===== src/rtl/event_router_ml.sv =====
// event_router_ml: routes up to NUM_LANES candidate events per cycle into per-neuron pending score registers.
// Optional EVENT_ROUTER_STATS_EN adds saturating accepted/merged event counters.
module event_router_ml #(
  parameter int NUM_NEURONS = 16,
  parameter int NEURON_ID_W = 4,
  parameter int SCORE_W = 4,
  parameter int NUM_LANES = 2,
  parameter int MERGE_MODE = 1
) (
  input  logic                           clk,
  input  logic                           rst_n,
  input  logic                           scan_start_en,
  input  logic [NUM_LANES-1:0]           cand_valid,
  output logic [NUM_LANES-1:0]           cand_ready,
  input  logic [NUM_LANES*NEURON_ID_W-1:0] cand_neuron,
  input  logic [NUM_LANES*SCORE_W-1:0]   cand_score,
  output logic [NUM_NEURONS-1:0]         lif_score_valid,
  output logic [NUM_NEURONS*SCORE_W-1:0] lif_score,
  input  logic [NUM_NEURONS-1:0]         lif_score_ready
`ifdef EVENT_ROUTER_STATS_EN
  ,
  output logic [31:0]                    stat_accepted,
  output logic [31:0]                    stat_merged
`endif
);
  localparam int SW = SCORE_W + $clog2(NUM_LANES + 1);
  localparam logic [SW-1:0] SAT = SW'((1 << SCORE_W) - 1);

  logic [NEURON_ID_W-1:0] id [NUM_LANES];
  logic [SCORE_W-1:0] sc [NUM_LANES];
  logic [NUM_LANES-1:0] in_range, blk, pv, pa, acc, merged;
  logic [NUM_NEURONS-1:0] busy, valid_d, hit;
  logic [NUM_NEURONS*SCORE_W-1:0] score_d;
  logic [SW-1:0] sum;

  assign busy = lif_score_valid & ~lif_score_ready;

  always_comb begin
    for (int l = 0; l < NUM_LANES; l++) begin
      id[l] = cand_neuron[l*NEURON_ID_W +: NEURON_ID_W];
      sc[l] = cand_score[l*SCORE_W +: SCORE_W];
      in_range[l] = 32'(id[l]) < NUM_NEURONS;
    end
  end

  // blk: target still pending; pv/pa: a lower lane is valid/accepted on the same target
  always_comb begin
    blk = '0;
    pv = '0;
    pa = '0;
    acc = '0;
    merged = '0;
    cand_ready = '0;
    for (int l = 0; l < NUM_LANES; l++) begin
      for (int n = 0; n < NUM_NEURONS; n++)
        if (id[l] == NEURON_ID_W'(n) && busy[n]) blk[l] = 1'b1;
      for (int k = 0; k < l; k++) begin
        if (cand_valid[k] && id[k] == id[l]) pv[l] = 1'b1;
        if (acc[k] && id[k] == id[l]) pa[l] = 1'b1;
      end
      cand_ready[l] = !scan_start_en && (MERGE_MODE != 0 || !in_range[l] || !(blk[l] || pv[l]));
      acc[l] = cand_valid[l] && cand_ready[l] && in_range[l];
      merged[l] = acc[l] && (blk[l] || pa[l]);
    end
  end

  always_comb begin
    valid_d = lif_score_valid & ~lif_score_ready;
    score_d = lif_score;
    hit = '0;
    sum = '0;
    for (int n = 0; n < NUM_NEURONS; n++) begin
      sum = (MERGE_MODE != 0 && busy[n]) ? SW'(lif_score[n*SCORE_W +: SCORE_W]) : '0;
      for (int l = 0; l < NUM_LANES; l++)
        if (acc[l] && id[l] == NEURON_ID_W'(n)) begin
          hit[n] = 1'b1;
          sum = (MERGE_MODE != 0 ? sum : '0) + SW'(sc[l]);
        end
      if (hit[n]) begin
        valid_d[n] = 1'b1;
        score_d[n*SCORE_W +: SCORE_W] = sum > SAT ? '1 : sum[SCORE_W-1:0];
      end
    end
  end

  always_ff @(posedge clk or negedge rst_n)
    if (!rst_n) begin
      lif_score_valid <= '0;
      lif_score <= '0;
    end else if (scan_start_en) begin
      lif_score_valid <= '0;
      lif_score <= '0;
    end else begin
      lif_score_valid <= valid_d;
      lif_score <= score_d;
    end

`ifdef EVENT_ROUTER_STATS_EN
  logic [32:0] acc_sum, mrg_sum;

  always_comb begin
    acc_sum = {1'b0, stat_accepted};
    mrg_sum = {1'b0, stat_merged};
    for (int l = 0; l < NUM_LANES; l++) begin
      acc_sum = acc_sum + 33'(acc[l]);
      mrg_sum = mrg_sum + 33'(merged[l]);
    end
  end

  always_ff @(posedge clk or negedge rst_n)
    if (!rst_n) begin
      stat_accepted <= '0;
      stat_merged <= '0;
    end else if (scan_start_en) begin
      stat_accepted <= '0;
      stat_merged <= '0;
    end else begin
      stat_accepted <= acc_sum[32] ? '1 : acc_sum[31:0];
      stat_merged <= mrg_sum[32] ? '1 : mrg_sum[31:0];
    end
`endif
endmodule


===== config.mk =====
export PLATFORM = sky130hd
export DESIGN_NAME = event_router_ml
export DESIGN_NICKNAME = d
export VERILOG_FILES = /design/src/rtl/event_router_ml.sv
export SDC_FILE = /design/constraint.sdc
export NUM_CORES = 1
export LEC_CHECK = 0
export CORE_MARGIN = 2
export CORE_UTILIZATION = 57
export DETAILED_ROUTE_END_ITERATION = 6
export PLACE_DENSITY = 0.85
export SLEW_MARGIN = 20
export SYNTH_ARGS = -nofsm -noshare
export SYNTH_HDL_FRONTEND = slang
export SYNTH_SLANG_ARGS = --single-unit

===== constraint.sdc =====
create_clock -name clk -period 4.8 [get_ports clk]
set_input_delay 0.96 -clock clk [delete_from_list [all_inputs] [get_ports clk]]
set_output_delay 0.96 -clock clk [all_outputs]
set_load 0.05 [all_outputs]

Word level (Yosys, flattened, before mapping)
Cells that the tools add are included.
{"block": "classes", "addsub": 32, "n_eq_ne": 30, "n_mux": 130, "bitwise": 2, "n_reduce_logical": 53, "order_cmp": 16}
{"cell": "4-bit two-way mux", "count": 48}
{"cell": "6-bit by 4-bit adder with 6-bit output", "count": 16}
{"cell": "6-bit by 4-bit > comparator with 1-bit output, second input constant", "count": 16}
{"cell": "6-bit two-way mux", "count": 16}
{"cell": "4-bit by 4-bit adder with 5-bit output", "count": 16}
{"cell": "5-bit two-way mux", "count": 16}
{"cell": "4-bit == test, second input constant", "count": 16}
{"cell": "64-bit two-way mux", "count": 1}
{"cell": "1-bit two-way mux", "count": 48}
{"cell": "1-bit logical AND", "count": 34}
{"cell": "4-bit by 3-bit == test with 1-bit output, second input constant", "count": 8}
{"cell": "2-bit nonzero test", "count": 16}
{"cell": "16-bit bitwise AND", "count": 1}
{"cell": "4-bit by 2-bit == test with 1-bit output, second input constant", "count": 4}
{"cell": "16-bit two-way mux", "count": 1}
{"cell": "16-bit NOT", "count": 1}
{"cell": "4-bit by 1-bit == test with 1-bit output, second input constant", "count": 2}
{"cell": "4-bit zero test", "count": 2}
{"cell": "1-bit zero test", "count": 1}
{"block": "totals", "elab_cells": 280, "reg_bits": 80, "input_bits": 37}

Logic depth before layout (Yosys ltp)
{"block": "depth", "ltp_word": 11, "ltp_mapped": 16, "depth_no_buf": 15}

Worst setup path after synthesis
Ideal clock, no wire load.
{"block": "synth_timing", "kind": "input -> register", "from": "in scan_start_en", "to": "reg lif_score[2]", "cell_stages": 14, "setup_ns": 0.124, "arrival_time_ns": 3.702, "path_slack_ns": 0.974, "path_cell_list": "or4b_1 buf_2 nor3_1 buf_2 a22o_1 ha_1 inv_1 fa_1 nor2b_1 o21ai_0 a21oi_1 nand3_1 o22a_1 o31a_1"}
{"block": "synth_via", "elab_chain_cells": 10, "elab_cells_between_ends": 15, "classes_between": "add/sub: 1; order compare: 1; mux: 7; reduce/logical: 6"}
{"element": "start: declaration", "line": "12", "text": "input logic scan_start_en,"}
{"element": "1-bit zero test", "line": "61", "text": "cand_ready[l] = !scan_start_en && (MERGE_MODE != 0 || !in_range[l] || !(blk[l] || pv[l]));"}
{"element": "1-bit logical AND", "line": "62", "text": "acc[l] = cand_valid[l] && cand_ready[l] && in_range[l];"}
{"element": "1-bit logical AND", "line": "75", "text": "if (acc[l] && id[l] == NEURON_ID_W'(n)) begin"}
{"element": "5-bit two-way mux", "line": "75"}
{"element": "6-bit by 4-bit adder with 6-bit output", "line": "77", "text": "sum = (MERGE_MODE != 0 ? sum : '0) + SW'(sc[l]);"}
{"element": "6-bit two-way mux", "line": "75"}
{"element": "6-bit by 4-bit > comparator with 1-bit output", "line": "81", "text": "score_d[n*SCORE_W +: SCORE_W] = sum > SAT ? '1 : sum[SCORE_W-1:0];"}
{"element": "4-bit two-way mux", "line": "81"}
{"element": "4-bit two-way mux", "line": "79", "text": "if (hit[n]) begin"}
{"element": "64-bit two-way mux", "line": "90", "text": "end else if (scan_start_en) begin"}
{"element": "end signal: assignment", "line": "95", "text": "lif_score <= score_d;"}
{"element": "end: declaration", "line": "18", "text": "output logic [NUM_NEURONS*SCORE_W-1:0] lif_score,"}
Several ways; a longest one is shown, not always the timed one. The select of a mux whose other input is x is not followed.
A chain may end at the register's enable or synchronous reset.

Worst setup path after layout
{"block": "layout_timing", "from": "in cand_valid[0]", "to": "reg lif_score[28]"}
{"block": "layout_via", "elab_chain_cells": 9, "elab_cells_between_ends": 12, "classes_between": "add/sub: 1; order compare: 1; mux: 7; reduce/logical: 3"}
{"element": "start: declaration", "line": "13", "text": "input logic [NUM_LANES-1:0] cand_valid,"}
{"element": "1-bit logical AND *", "line": "62"}
{"element": "1-bit logical AND *", "line": "75"}
{"element": "5-bit two-way mux", "line": "75"}
{"element": "6-bit by 4-bit adder with 6-bit output", "line": "77"}
{"element": "6-bit two-way mux", "line": "75"}
{"element": "6-bit by 4-bit > comparator with 1-bit output", "line": "81"}
{"element": "4-bit two-way mux", "line": "81"}
{"element": "4-bit two-way mux", "line": "79"}
{"element": "64-bit two-way mux", "line": "90"}
Mark *: on every way between the ends. The rest lies on a longest branch, timed or not. The select of a mux whose other input is x is not followed.

==> results.md <==
* Largest driver fanout on the critical path at 9
* CTS root buf: clkbuf_16
* Cell Area, Synth at 10,400 µm²
* Worst skew pair latency at 360 ps
* Row Count at about 50
* Setup_tns at 0 ps
* Post-route ant nets at 0
* Max Slew Vio Count at 0
* Pin count of the biggest net entering global routing at 63
* Vias in the first global route at 10,400
* Post-route design area at roughly 12,000 µm²
* First-pass GRT wire length at about 52,000 µm
* CTS buffer count at 9
* Pre-CTS setup slack at 185 ps
* RSZ-0062 raised after global routing: no
* PwrDens at 157 nW/µm²
* # clock sinks at 80
* Top_reg_cell synth: dfrtp_1
* Total Nets Final at 1,602
* Clock skew at 8.50 ps
* CTS tree: built
* Hold path depth at 2
* Slowest CP cell: or4_1
* Height of the die at 139 µm
* Period utilisation layout at 90.8%
* Yosys top cell by area: dfrtp_1
* Dpl cells at 1,622
* Routability Congestion at 1.01
* Hold Buf Count CTS at 0
* Hold path start: lif_score[54]
* Post-synthesis cell count at 1,267
* Yosys reg bits at 80
* Initial Utilization at between 50 and 60%
* Initial drt markers at ~1,100
* Reg2reg end: lif_score[28]
* Crit. End Element: flop
* Worst Setup Path Type: primary input to flop
* Rel. slew slack at 39.2%
* N_diodes at 0
* Hold endpoint: lif_score[54]
* Post-synth EDFFs at 0
* Initial antenna violation count at 0
* Final non-filler cell total at around 1,600
* # resized after CTS at 0
* Ys async rst share at 100%
* DRT Pass-1 Iters at 5
* Max-Cap Viols at 0
* Synth top area share at 19.2%
* Syn nets at between 1,000 and 1,500
* Synth-to-layout area growth at 18.5%
* Worst Tran Pin Value at 912 ps
* Vias post-DR at between 10,000 and 15,000
* Seq/Total Area, Yosys at 19.2%
* Syn_area_per_cell at 8.23 µm²
* Synth area leaders: dfrtp_1, ha_1, fa_1
* Worst-path clk slew at 70 ps
* Grt ovf at 0
* Tot GR Track Use at approximately a third
* Wire length per cell at 20.0 µm
* VDD IR max at 0.000174 V
* Placed Area at 12,000 µm²
* Outcome: completed
* CP peak stage delay at 510 ps
* Synth warn at 0
* DIE AREA at 19,400 µm²
* Worst Reg-to-Reg Cells at 12
* Io pins at 119
* Reg2reg start: lif_score_valid[7]
* Die width at between 100 and 150 µm
* Synth unique cells at between 60 and 70
* Final setup fails at 0
* DRC viols at 0
* CTS Buffer Depth at 2
* Worst EP arrival at 4590 ps
* Final worst slack at 440 ps
* WHS at 567 ps
* Drt total wl at 32,800 µm
* H-tree depth reported by CTS at 3
* Worst hold path type: flop to flop
* Final min period at between 4000 and 5000 ps
* Post-CTS Setup Bufs at 0
* Fmax at approximately 230 MHz
* # port buffers at 118
* Leak Pwr at 0.00601 µW
* Critical-path cell list: clkdlybuf4s50_1, buf_4, nand4bb_1, nor2_1, buf_4, nor2_1, a22o_1, ha_1, inv_1, fa_1, nand2b_1, o2bb2ai_1, or4_1, o21ai_0, o21ai_0
* Via density per instance at 6.58
* Hold Vio Cnt, Final at 0
* Placeable Area at between 15,000 and 20,000 µm²
* Hpwl dp at roughly 24,000 µm
* Kind of start point of the critical path: primary input
* Reg2reg setup slack at around 1200 ps
* Critical Path RT at 5030 ps
* Layout cells sized above 1 at 5.61%
critical path: cells and delay by family:
family                   cells  cell delay [ps]
AND/OR/NAND/NOR              5             1330
adder cells (fa/ha/maj)      2              550
buffers and inverters        4              920
AO/OA/AOI/OAI                4              810
cells in the final DEF (no fill, tap or decap), drive strengths merged, types with 16 or more instances in the layout:
| cell | n |
|---|---|
| nor2 | 131 |
| ha | 129 |
| clkdlybuf4s50 | 115 |
| a21oi | 113 |
| dfrtp | 80 |
| nand2 | 70 |
| and2 | 68 |
| a21o | 66 |
| nor2b | 58 |
| inv | 51 |
| o21ai | 42 |
| nor3 | 40 |
| buf | 39 |
| a22o | 32 |
| fa | 32 |
| a31oi | 31 |
| nand2b | 30 |
| a221oi | 30 |
| nand3 | 28 |
| xnor2 | 22 |
| o21bai | 19 |
| xor2 | 16 |
worst max path at each step:
| stage | startpoint | cells after the start | slack, ps | endpoint |
|---|---|---|---|---|
| floorplan | scan_start_en | 14 | 970 | lif_score[2] |
| global placement | cand_valid[0] | 13 | 270 | lif_score[6] |
| detailed placement | cand_valid[0] | 13 | 180 | lif_score[6] |
| CTS | cand_valid[0] | 14 | 530 | lif_score[2] |
| global route | cand_valid[0] | 15 | 230 | lif_score[28] |
| finish | cand_valid[0] | 15 | 440 | lif_score[28] |
cell usage after synthesis, types with 18 or more instances:
library cell and n:
nor2_1 127, a22o_1 32, nor3_1 39, nand3_1 28, xnor2_1 22, nand2b_1 30, o21ai_0 42, fa_1 32
clkbuf_1 18, o21bai_1 19, dfrtp_1 80, a21o_1 66, ha_1 129, a31oi_1 31, and2_1 68, nor2b_1 58
a221oi_1 30, a21oi_1 113, inv_1 51, nand2_1 69
power breakdown:
group / internal (µW) / leakage, µW / switching (µW)
registers: 692 / 0.00111 / 19.6
clock network: 460 / 0.000159 / 317
logic: 162 / 0.00475 / 288
layer usage:
layer / wire (µm) / track usage, % / vias to the layer above / share of wire (%)
met2: 15200 / 54.4 / 605 / 46
met5: 0 / 0 / - / 0
met4: 1410 / 16.3 / 0 / 4.3
met1: 13200 / 42.9 / 5066 / 40
met3: 2980 / 5.44 / 134 / 9.1
li1: - / - / 4975 / -
flip-flops by register name, indices dropped and copies added (netlist names):
register / flops
lif_score: 64
lif_score_valid: 16
stage by stage:
| stage | utilization, % | total power [µW] |
|---|---|---|
| after floorplan | - | 965 |
| after global placement | 67.0 | 1150 |
| after detailed placement | 67.0 | 1160 |
| after CTS | 68.8 | 1930 |
| after global routing | 68.8 | 1990 |
| final | 68.8 | 1940 |
cell families after synthesis:
logic type               synth area share [%]
multiplexers                             1.49
AND/OR/NAND/NOR                          24.9
adder cells (fa/ha/maj)                  21.6
XOR/XNOR                                 3.19
buffers and inverters                    3.08
AO/OA/AOI/OAI                            26.5
flip-flops                               19.2
final cells by class:
cell class,instances,area (µm²)
clock buffer,14,284
clock inverter,2,35.0
fill,1486,5610
inverter,51,191
multi-input combinational,1108,8110
sequential,80,2000
tap,229,287
timing repair buffer,154,1450
No activity file was read; power rests on OpenSTA's default activity.
